**config.mk**
```make
export PLATFORM = sky130hd
export DESIGN_NAME = amiga_wcs_cycle_ctl
export DESIGN_NICKNAME = d
export VERILOG_FILES = /design/src/rtl/amiga_wcs_cycle_ctl.sv
export SDC_FILE = /design/constraint.sdc
export NUM_CORES = 1
export LEC_CHECK = 0
export ABC_CLOCK_PERIOD_IN_PS = 1900
export CAP_MARGIN = 20
export CORE_MARGIN = 10
export CORE_UTILIZATION = 50
export CTS_CLUSTER_SIZE = 8
export DETAILED_ROUTE_END_ITERATION = 12
export PLACE_DENSITY = 0.82
export SETUP_SLACK_MARGIN = 0.05
export SYNTH_ARGS = -nofsm -noshare
export SYNTH_HDL_FRONTEND = slang
export SYNTH_SLANG_ARGS = --single-unit
```
**constraint.sdc**
```tcl
create_clock -name C7M -period 1.9 [get_ports C7M]
set_input_delay 0.475 -clock C7M [delete_from_list [all_inputs] [get_ports C7M]]
set_output_delay 0.475 -clock C7M [all_outputs]
set_load 0.02 [all_outputs]
```
**src/rtl/amiga_wcs_cycle_ctl.sv**
```systemverilog
// Bus-cycle controller for the WCS daughterboard: decodes 68000 cycles into RAM/ROM
// strobes, DTACK/BERR and a one-shot write-protect lock.
module amiga_wcs_cycle_ctl #(
    parameter int unsigned WAIT = 2
) (
    input  logic C7M,
    input  logic RES,
    input  logic _AS,
    input  logic _UDS,
    input  logic _LDS,
    input  logic _PRW,
    input  logic A18,
    input  logic A17,
    input  logic _RE,
    input  logic _SROM,
    output logic _UCEN,
    output logic _LCEN,
    output logic _CDR,
    output logic _CDW,
    output logic _RRW,
    output logic _ROM01,
    output logic _DTACK,
    output logic _BERR,
    output logic _WPRO
);

    localparam logic [3:0] WAIT_CNT = 4'(WAIT);

    typedef enum logic [2:0] {
        S_IDLE,
        S_DECODE,
        S_STROBE,
        S_ACK,
        S_FAULT
    } state_t;

    typedef enum logic [1:0] {
        C_RAMRD,
        C_ROMRD,
        C_RAMWR,
        C_LOCK
    } cls_t;

    state_t     state_q, state_d;
    cls_t       cls_q, cls_d, cls_c;
    logic       uds_q, uds_d, lds_q, lds_d;
    logic [3:0] cnt_q, cnt_d;
    logic       wpro_q, wpro_d;
    logic       fault_c;
    logic       ucen_d, lcen_d, cdr_d, cdw_d, rrw_d, rom_d, dtack_d, berr_d;

    // Cycle classification from the live inputs; only consumed while in DECODE.
    always_comb begin
        cls_c   = C_RAMRD;
        fault_c = 1'b0;
        if (_PRW) begin
            if (A18 || wpro_q || !_SROM) cls_c = C_RAMRD;
            else if (!A17)               cls_c = C_ROMRD;
            else                         fault_c = 1'b1;
        end else begin
            if (wpro_q)   fault_c = 1'b1;
            else if (A18) cls_c = C_RAMWR;
            else          cls_c = C_LOCK;
        end
    end

    always_comb begin
        state_d = state_q;
        cls_d   = cls_q;
        uds_d   = uds_q;
        lds_d   = lds_q;
        cnt_d   = cnt_q;
        wpro_d  = wpro_q;
        case (state_q)
            S_IDLE: begin
                cnt_d = 4'd0;
                if (!_AS && !_RE && (!_UDS || !_LDS)) state_d = S_DECODE;
            end
            S_DECODE: begin
                if (_AS) begin
                    state_d = S_IDLE;
                end else begin
                    cls_d = cls_c;
                    uds_d = _UDS;
                    lds_d = _LDS;
                    if (fault_c) begin
                        state_d = S_FAULT;
                    end else begin
                        state_d = S_STROBE;
                        cnt_d   = WAIT_CNT;
                    end
                end
            end
            S_STROBE: begin
                if (_AS) begin
                    state_d = S_IDLE;
                    cnt_d   = 4'd0;
                end else if (cnt_q == 4'd0) begin
                    state_d = S_ACK;
                end else begin
                    cnt_d = cnt_q - 4'd1;
                end
            end
            S_ACK: begin
                if (_AS) begin
                    state_d = S_IDLE;
                    if (cls_q == C_LOCK) wpro_d = 1'b1;
                end
            end
            S_FAULT: begin
                if (_AS) state_d = S_IDLE;
            end
            default: state_d = S_IDLE;
        endcase
    end

    // Outputs are decoded from the next state so every pin comes straight off a flop.
    always_comb begin
        ucen_d  = 1'b1;
        lcen_d  = 1'b1;
        cdr_d   = 1'b1;
        cdw_d   = 1'b1;
        rrw_d   = 1'b1;
        rom_d   = 1'b1;
        dtack_d = 1'b1;
        berr_d  = 1'b1;
        if (state_d == S_STROBE || state_d == S_ACK) begin
            case (cls_d)
                C_RAMRD: begin
                    ucen_d = uds_d;
                    lcen_d = lds_d;
                    cdr_d  = 1'b0;
                end
                C_ROMRD: begin
                    rom_d = 1'b0;
                    cdr_d = 1'b0;
                end
                C_RAMWR: begin
                    ucen_d = uds_d;
                    lcen_d = lds_d;
                    cdw_d  = 1'b0;
                    rrw_d  = 1'b0;
                end
                default: ;
            endcase
            if (state_d == S_ACK) dtack_d = 1'b0;
        end
        if (state_d == S_FAULT) berr_d = 1'b0;
    end

    always_ff @(posedge C7M or posedge RES) begin
        if (RES) begin
            state_q <= S_IDLE;
            cls_q   <= C_RAMRD;
            uds_q   <= 1'b1;
            lds_q   <= 1'b1;
            cnt_q   <= 4'd0;
            wpro_q  <= 1'b0;
            _UCEN   <= 1'b1;
            _LCEN   <= 1'b1;
            _CDR    <= 1'b1;
            _CDW    <= 1'b1;
            _RRW    <= 1'b1;
            _ROM01  <= 1'b1;
            _DTACK  <= 1'b1;
            _BERR   <= 1'b1;
        end else begin
            state_q <= state_d;
            cls_q   <= cls_d;
            uds_q   <= uds_d;
            lds_q   <= lds_d;
            cnt_q   <= cnt_d;
            wpro_q  <= wpro_d;
            _UCEN   <= ucen_d;
            _LCEN   <= lcen_d;
            _CDR    <= cdr_d;
            _CDW    <= cdw_d;
            _RRW    <= rrw_d;
            _ROM01  <= rom_d;
            _DTACK  <= dtack_d;
            _BERR   <= berr_d;
        end
    end

    assign _WPRO = ~wpro_q;

endmodule

```
==> reports/results.txt, run 1 <==
Maxcap violations: 0
Area of the die: 4170 um2
Seq pwr share: 49.4%
WL/cell: 15.4 um
Pwr per Cell Area: 770 nW/um2
Worst Hold Margin: 0.472 ns
Port Buf Inserts: 18
Clock Latency Late Sink: 0.30 ns
Drt pass-1 iters: 4
Async S/R FF share, synth: 100%
Core Box Area: 1920 um2
Synth warn: 0
Syn Area/Cell: 10.7 um2
TritonCTS buffer count: 3
DRC: 0
Comb pwr share: 30.6%
Leak Pwr: 0.540 nW
First-pass GRT wire length: 3770 um
Critical Path End Type: flip-flop
Yosys reg bits: 19
CP max FO: 2
RSZ-0062 raised after global routing: no
Initial drt markers: 14
Std cell rows: 16
Post-synth EDFFs: 0
Netlist Area Pre-Place: 995 um2
# hold bufs at CTS: 0
Critical Path RT: 2.09 ns
Final min period: 1.73 ns
Synth area leader: dfrtp_1
Vias in the first global route: 845
Switching Share: 31.2%
Worst path cell trace: inv_1 > ha_1 > or3b_2 > o21bai_1 > a21oi_1 > o32a_1
Unique cell type count in the Yosys netlist: 38
Total Routed Length: 2320 um
GRT overflow: 0
Number of vias per cell: 5.60
Initial Utilization: 51.8%
Worst path slowest cell: or3b_2
Synth Instances: 93
Antenna cells: 0
H-tree Lvls: 1
Setup Skew: 0.00814 ns
Synth top area cells: dfrtp_1 (25%), dfstp_2 (24%), nand2b_1 (3.1%)
Ratio of cells with drive above 1 in the final layout: 33.9%
Clk pwr share: 20.0%
Status: finished, final reports clean
HP Class: input pin to async pin
Top_reg_cell synth: dfrtp_1
Die Ht: 64.6 um
Peak Freq: 579 MHz
Clk buf depth: 2
Number of I/O pins: 19
Most frequent cell after synthesis: dfrtp_1
Critical path class: flip-flop to flip-flop
Total Routing Usage GR: 10.8%
CTS clock-pin slew for the worst setup and hold paths: 0.11 ns
Hold Vio Cnt, Final: 0
Peak supply drop: 512 uV
Final setup fails: 0
CTS tree: done
Die X: 64.6 um
Layout area overhead: 34.5%
Max stage delay on crit path: 0.47 ns
Crit start category: flip-flop
Syn nets: 105
Internal power: 0.708 mW
Psw: 0.322 mW
Largest net degree at the start of global routing: 20
Antenna viol nets, final: 0
Layout Nets: 137
Register area share after synthesis: 48.9%
Top cells by count, synth: dfrtp_1 (10), dfstp_2 (9), a21oi_1 (6), nand2_1 (6), nor3_1 (6)
CP arrival: 1.92 ns
Slew Viols, Final: 0
Crit share post-route: 90.8%
HPWL after DPL: 1700 um
Num Clock Sinks: 19
Post-layout utilization of the core: 69.6%
Vias: 845
Post-synth top area share: 25.2%
Gpl congestion: 0.817
Max-slew headroom: 69.4%
Initial antenna violation count: 0
Worst Tran Pin Value: 0.457 ns
CTS root buffer: clkbuf_4
==> timing repair <==
item	4_1_cts	5_1_grt
setup endpoints to repair	14	7
resized for setup	11	8
pin swaps	2	4
buffers inserted	0	1
==> worst paths after layout <==
path	end	slack (ns)	from	depth (start not counted)
min reg2reg	cnt_q[1]	0.55	cnt_q[1]	1
max	cnt_q[1]	0.17	cnt_q[0]	6
max reg2reg	cnt_q[1]	0.17	cnt_q[0]	6
max in group asynchronous	_CDR	1.16	RES	3
min in group C7M	cnt_q[1]	0.55	cnt_q[1]	1
min	cnt_q[1]	0.47	RES	3
==> layer usage <==
| layer | routed length [um] | share of wire, % | up-vias | global-route usage [%] |
|---|---|---|---|---|
| met5 | 0 | 0 | - | 0 |
| met4 | 35 | 1.5 | 0 | 2.41 |
| met3 | 105 | 4.5 | 5 | 2.41 |
| met2 | 1160 | 50 | 23 | 18.8 |
| met1 | 1020 | 44 | 414 | 13.1 |
| li1 | - | - | 403 | - |
==> area by class of cell <==
cell class | instances | area [um2]
timing repair buffer | 34 | 295
tap | 27 | 33.8
multi-input combinational | 62 | 477
sequential | 19 | 487
clock buffer | 4 | 26.3
inverter | 5 | 18.8
fill | 155 | 584
==> metrics by stage <==
stage               power [mW]  std cells  instance area [um2]  setup TNS, ns  worst slack, ns
floorplan                0.707         93                  995              0            0.157
global placement         0.797        146                 1270          -2.52           -0.287
detailed placement       0.810        146                 1270          -2.72           -0.305
CTS                       1.01        150                 1300              0           0.0485
global route              1.10        151                 1340              0           0.0131
finish                    1.03        151                 1340              0            0.174
==> cell families after synthesis <==
kind of cell / synth area share, %
fa+ha+maj: 2.52
buf+inv: 6.54
mux: 3.27
compound gates: 20.1
flops: 48.9
simple gates: 18.6
==> cell usage in the layout (no fill, tap or decap), drive strengths merged, types with 3 or more instances in the layout <==
cell / count
clkbuf: 4
nand2b: 5
buf: 16
o21ai: 5
clkdlybuf4s50: 8
a21oi: 6
dfstp: 9
dfrtp: 10
nor2: 3
nor3: 6
inv: 5
dlygate4sd2: 9
nand2: 6
==> worst max-delay path, delay by kind of cell (launching register included) <==
family,cells,cell delay (ns)
adders and majority gates,1,0.17
AOI/OAI and AO/OA,3,0.50
buffers and inverters,1,0.10
and+or+nand+nor,1,0.47
DFF,1,0.40
==> state kept, by name (all words and copies together), names as in the netlist <==
register,count
cnt_q,4
_RRW,1
state_q,3
_UCEN,1
cls_q,2
_LCEN,1
uds_q,1
_CDR,1
lds_q,1
wpro_q,1
_DTACK,1
_BERR,1
_ROM01,1
==> power by group through the flow <==
stage          sequential (mW)  combinational, mW  clock, mW
3_3_place_gp             0.513              0.284          0
6_report                 0.509              0.315      0.206
2_1_floorplan            0.517              0.190          0
5_1_grt                  0.517              0.352      0.231
4_1_cts                  0.510              0.293      0.211
3_5_place_dp             0.518              0.293          0
Power figures use the tool's default switching activity.
==> run 2, diff against run 1 <==
--- a/config.mk
+++ b/config.mk
@@ -7,8 +7,11 @@
 export LEC_CHECK = 0
 export ABC_CLOCK_PERIOD_IN_PS = 1900
 export CAP_MARGIN = 20
+export CELL_PAD_IN_SITES_DETAIL_PLACEMENT = 1
+export CELL_PAD_IN_SITES_GLOBAL_PLACEMENT = 1
+export CORE_ASPECT_RATIO = 0.6
 export CORE_MARGIN = 10
-export CORE_UTILIZATION = 50
+export CORE_UTILIZATION = 39
 export CTS_CLUSTER_SIZE = 8
 export DETAILED_ROUTE_END_ITERATION = 12
 export PLACE_DENSITY = 0.82
==> reports/results.txt, run 2 (synthesized netlist as in run 1, its figures left out) <==
Status: finished, final reports clean
Final min period: 1.89 ns
Pwr per Cell Area: 834 nW/um2
Layout area overhead: 40.1%
Ratio of cells with drive above 1 in the final layout: 36.5%
Post-Place Setup Slack: -0.383 ns
CP max FO: 3
WHS Endpoint: cnt_q[0]
Crit share post-route: 99.2%
Std cell rows: 14
Worst path slowest cell: clkdlybuf4s50_1
Worst path cell trace: clkdlybuf4s50_1 > nand4b_1 > a211oi_2 > a21oi_1 > o32a_1
Area of the die: 5040 um2
Commonest non-fill, non-tap cell in the layout: buf_4
HP Class: flip-flop to flip-flop
Initial Utilization: 40.3%
R2r setup slk: 0.13 ns
Top flop regs: cnt_q (4), state_q (3), cls_q (2)
Worst Tran Pin Value: 0.561 ns
Number of vias per cell: 5.73
Critical Path End Type: flip-flop
HP Start: cnt_q[0]
Max-slew headroom: 62.5%
Number of flip-flops in the largest register: 4
Total Routed Length: 3360 um
Setup Skew: 0.00597 ns
Core Box Area: 2470 um2
Initial drt markers: 75
Post-route cell area: 1390 um2
CP Buf/Inv Count: 1
Worst R2R Start: cnt_q[0]
CTS tree: done
Num Clock Sinks: 19
Top cell family by delay on the critical path: compound AO/OA/AOI/OAI gates
Setup tns final: 0 ns
CTS clock-pin slew for the worst setup and hold paths: 0.07 ns
Post-DP Area: 1290 um2
Antenna cells: 0
Largest net degree at the start of global routing: 20
Critical Path RT: 2.05 ns
Crit start category: input pin
Largest reg by FF count: cnt_q
Placed insts: 152
Initial antenna violation count: 0
Leak Pwr: 0.571 nW
CP arrival: 2.03 ns
Critical R2R Capture: cnt_q[1]
Vias: 906
WL/cell: 21.3 um
Critical path class: input pin to flip-flop
DRC: 0
Max stage delay on crit path: 0.45 ns
TritonCTS buffer count: 3
Slew Viols, Final: 0
Clock Latency Late Sink: 0.27 ns
# hold bufs at CTS: 0
Clk buf depth: 2
Die Ht: 59.1 um
Drt pass-1 iters: 4
Setup WS post-layout: 0.0146 ns
CTS root buffer: clkbuf_8
Number of I/O pins: 19
Peak Freq: 530 MHz
Die X: 85.2 um
Commonest non-fill, non-tap cells in the layout: buf_4 (18), dfrtp_1 (10), dfstp_2 (9), dlygate4sd2_1 (9), clkdlybuf4s50_1 (7)
RSZ-0062 raised after global routing: yes
HPWL after DPL: 2090 um
Maxcap violations: 0
Antenna viol nets, final: 0
Total power draw: 1.16 mW
First-pass GRT wire length: 5480 um
H-tree Lvls: 1
Gpl congestion: 0.751
Port Buf Inserts: 18
Vias in the first global route: 1,001
Layout Nets: 139
Worst hold stages: 1
GRT overflow: 0
Total Routing Usage GR: 14.0%
Non-filler cells, final: 158
FF-to-FF path depth: 6
Peak supply drop: 461 uV
Hold Vio Cnt, Final: 0
Final setup fails: 0
## run 2: how the worst max path moves through the flow
stage | slack [ns] | from | cells past startpoint | endpoint
floorplan | 0.16 | _AS | 5 | _ROM01
global placement | -0.33 | _AS | 6 | cnt_q[2]
detailed placement | -0.38 | _AS | 6 | cnt_q[2]
CTS | 0.06 | _PRW | 5 | cnt_q[1]
global route | 0.01 | A17 | 5 | cnt_q[1]
finish | 0.01 | A18 | 5 | cnt_q[1]
## run 2: power breakdown
| group | switching [mW] | internal (mW) | total, mW | leakage [nW] |
|---|---|---|---|---|
| Sequential | 0.0361 | 0.477 | 0.513 | 0.226 |
| Clock | 0.145 | 0.150 | 0.294 | 0.0228 |
| Combinational | 0.200 | 0.155 | 0.356 | 0.323 |
## run 2: timing repair
item | 4_1_cts | 5_1_grt
pin swaps | 3 | 4
buffers inserted | 0 | 2
resized for setup | 18 | 5
endpoints found under the setup margin | 17 | 11
cloned | 0 | 0
## run 2: final cells by class
type                       instances  area (um2)
multi-input combinational         62         494
timing repair buffer              36         309
fill                             279        1080
inverter                           5        18.8
tap                               32        40.0
clock buffer                       4        45.0
sequential                        19         487
## run 2: stage by stage
step / utilization, % / hold slack, ns
floorplan: - / 0.420
global placement: 52.2 / 0.481
detailed placement: 52.2 / 0.493
CTS: 55.2 / 0.504
global route: 56.4 / 0.517
finish: 56.4 / 0.501
## run 2: per-layer routing
metal  vias to the layer above  global-route usage, %  routed length [um]
met5                         -                      0                   0
met4                         0                   5.37                  93
met3                        11                   7.42                 283
met2                        37                   22.0                1510
met1                       456                   15.9                1470
li1                        402                      -                   -
==> run 3, diff against run 2 <==
--- a/config.mk
+++ b/config.mk
@@ -10,12 +10,12 @@
 export CELL_PAD_IN_SITES_DETAIL_PLACEMENT = 1
 export CELL_PAD_IN_SITES_GLOBAL_PLACEMENT = 1
 export CORE_ASPECT_RATIO = 0.6
-export CORE_MARGIN = 10
+export CORE_MARGIN = 2
 export CORE_UTILIZATION = 39
 export CTS_CLUSTER_SIZE = 8
 export DETAILED_ROUTE_END_ITERATION = 12
 export PLACE_DENSITY = 0.82
-export SETUP_SLACK_MARGIN = 0.05
+export SETUP_SLACK_MARGIN = 0.2
 export SYNTH_ARGS = -nofsm -noshare
 export SYNTH_HDL_FRONTEND = slang
 export SYNTH_SLANG_ARGS = --single-unit
==> reports/results.txt, run 3 (synthesized netlist as in run 1, its figures left out) <==
Status: finished, final reports clean
Num Clock Sinks: 19
CP max FO: 5
Top flop regs: cnt_q (4), state_q (3), cls_q (2)
Layout Nets: 139
Antenna viol nets, final: 0
Total Routing Usage GR: 20.2%
Setup WS post-layout: 0.120 ns
Wire length on met1: 1410 um
H-tree Lvls: 1
Total Routed Length: 3020 um
Worst path cell trace: dlygate4sd2_1 > buf_4 > nor4bb_2 > a211oi_2 > a2111oi_2 > a21oi_1
Peak supply drop: 430 uV
Critical Path End Type: flip-flop
CTS clock-pin slew for the worst setup and hold paths: 0.07 ns
Worst path slowest cell: a2111oi_2
Placed insts: 150
Number of flip-flops in the largest register: 4
Clock Latency Late Sink: 0.26 ns
Number of I/O pins: 19
Post-layout utilization of the core: 57.6%
Slew Viols, Final: 0
TritonCTS buffer count: 3
Number of vias per cell: 5.65
Die Ht: 43.1 um
DRC: 0
Port Buf Inserts: 18
Max stage delay on crit path: 0.37 ns
Non-filler cells, final: 158
Leak Pwr: 0.585 nW
Initial Utilization: 40.3%
Drt pass-1 iters: 4
CTS tree: done
Crit start category: input pin
RSZ-0062 raised after global routing: yes
Gpl congestion: 0.758
Clk buf depth: 2
Largest net degree at the start of global routing: 20
Commonest non-fill, non-tap cells in the layout: buf_4 (17), dlygate4sd2_1 (11), dfstp_2 (9)
Vias in the first global route: 922
WL/cell: 19.1 um
Peak Freq: 562 MHz
Fill cells: 271
Largest reg by FF count: cnt_q
Critical Path RT: 2.03 ns
Vias: 892
Ratio of cells with drive above 1 in the final layout: 41.3%
Die X: 69.2 um
Antenna cells: 0
Layout area overhead: 43.0%
Pwr per Cell Area: 841 nW/um2
Worst Hold Margin: 0.491 ns
Core Box Area: 2470 um2
GRT overflow: 0
Setup Skew: 0.00987 ns
Post-Place Setup Slack: -0.276 ns
Met2 WL: 1370 um
First-pass GRT wire length: 4550 um
Crit share post-route: 93.7%
CP arrival: 1.91 ns
Max Used Layer: met4
Std cell rows: 14
HPWL after DPL: 1860 um
Maxcap violations: 0
Hold Vio Cnt, Final: 0
Max-slew headroom: 75.8%
Initial antenna violation count: 0
Area of the die: 2980 um2
Worst Tran Pin Value: 0.361 ns
Final setup fails: 0
Final min period: 1.78 ns
Initial drt markers: 26
Met3 wire length: 193 um
Commonest non-fill, non-tap cell in the layout: buf_4
HP Class: flip-flop to flip-flop
CTS root buffer: clkbuf_8
Critical path class: input pin to flip-flop
==> run 3: cell types whose count changed in the layout (fill, tap and decap cells not counted), moves of 2 or more <==
cell and change:
a21oi_1 -2, a21oi_2 +2, clkdlybuf4s50_1 -3, dfrtp_1 -2, dfrtp_2 +2, dlygate4sd2_1 +2
==> run 3: cell type report <==
| cell class | count | area [um2] | area share, % |
|---|---|---|---|
| Multi-Input combinational cell | 63 | 528 | 37.1 |
| Sequential cell | 19 | 489 | 34.4 |
| Timing Repair Buffer | 35 | 302 | 21.2 |
| Clock buffer | 4 | 45.0 | 3.17 |
| Tap cell | 32 | 40.0 | 2.81 |
| Inverter | 5 | 18.8 | 1.32 |
==> run 3: metrics by stage <==
step | power, mW | cell area [um2] | setup TNS, ns
4_1_cts | 1.14 | 1370 | 0
3_3_place_gp | 0.801 | 1270 | -2.30
5_1_grt | 1.26 | 1420 | 0
6_report | 1.20 | 1420 | 0
2_1_floorplan | 0.707 | 995 | 0
3_5_place_dp | 0.815 | 1270 | -2.56
==> run 3: per-layer routing <==
layer / vias up / global-route usage (%)
li1: 407 / -
met1: 450 / 26.6
met2: 28 / 31.7
met3: 7 / 7.13
met4: 0 / 5.88
met5: - / 0
==> run 3: path summary, 6_finish.rpt <==
path	startpoint	to	slack, ns	depth (start not counted)
setup / recovery	_AS	cnt_q[3]	0.12	6
min in group asynchronous	RES	state_q[1]	0.54	3
max in group asynchronous	RES	_LCEN	1.08	3
hold reg to reg	cnt_q[0]	cnt_q[0]	0.49	1
setup reg to reg	state_q[1]	_RRW	0.19	3
hold / removal	cnt_q[0]	cnt_q[0]	0.49	1
==> run 3: worst max-delay path: cells and delay by family <==
kind	cells	cell delay (ns)
AO/OA/AOI/OAI	3	0.60
AND/OR/NAND/NOR	1	0.36
buffers and inverters	2	0.48
==> run 3: power breakdown <==
part           switching (mW)  internal, mW
combinational           0.210         0.182
sequential             0.0459         0.477
clock                   0.132         0.149
total                   0.388         0.808
==> run 3: repair_timing <==
action,CTS,global route
resized for setup,22,11
hold buffers,0,0
pin swaps,3,3
buffers inserted,0,3
cloned,1,0
endpoints found under the setup margin,24,10
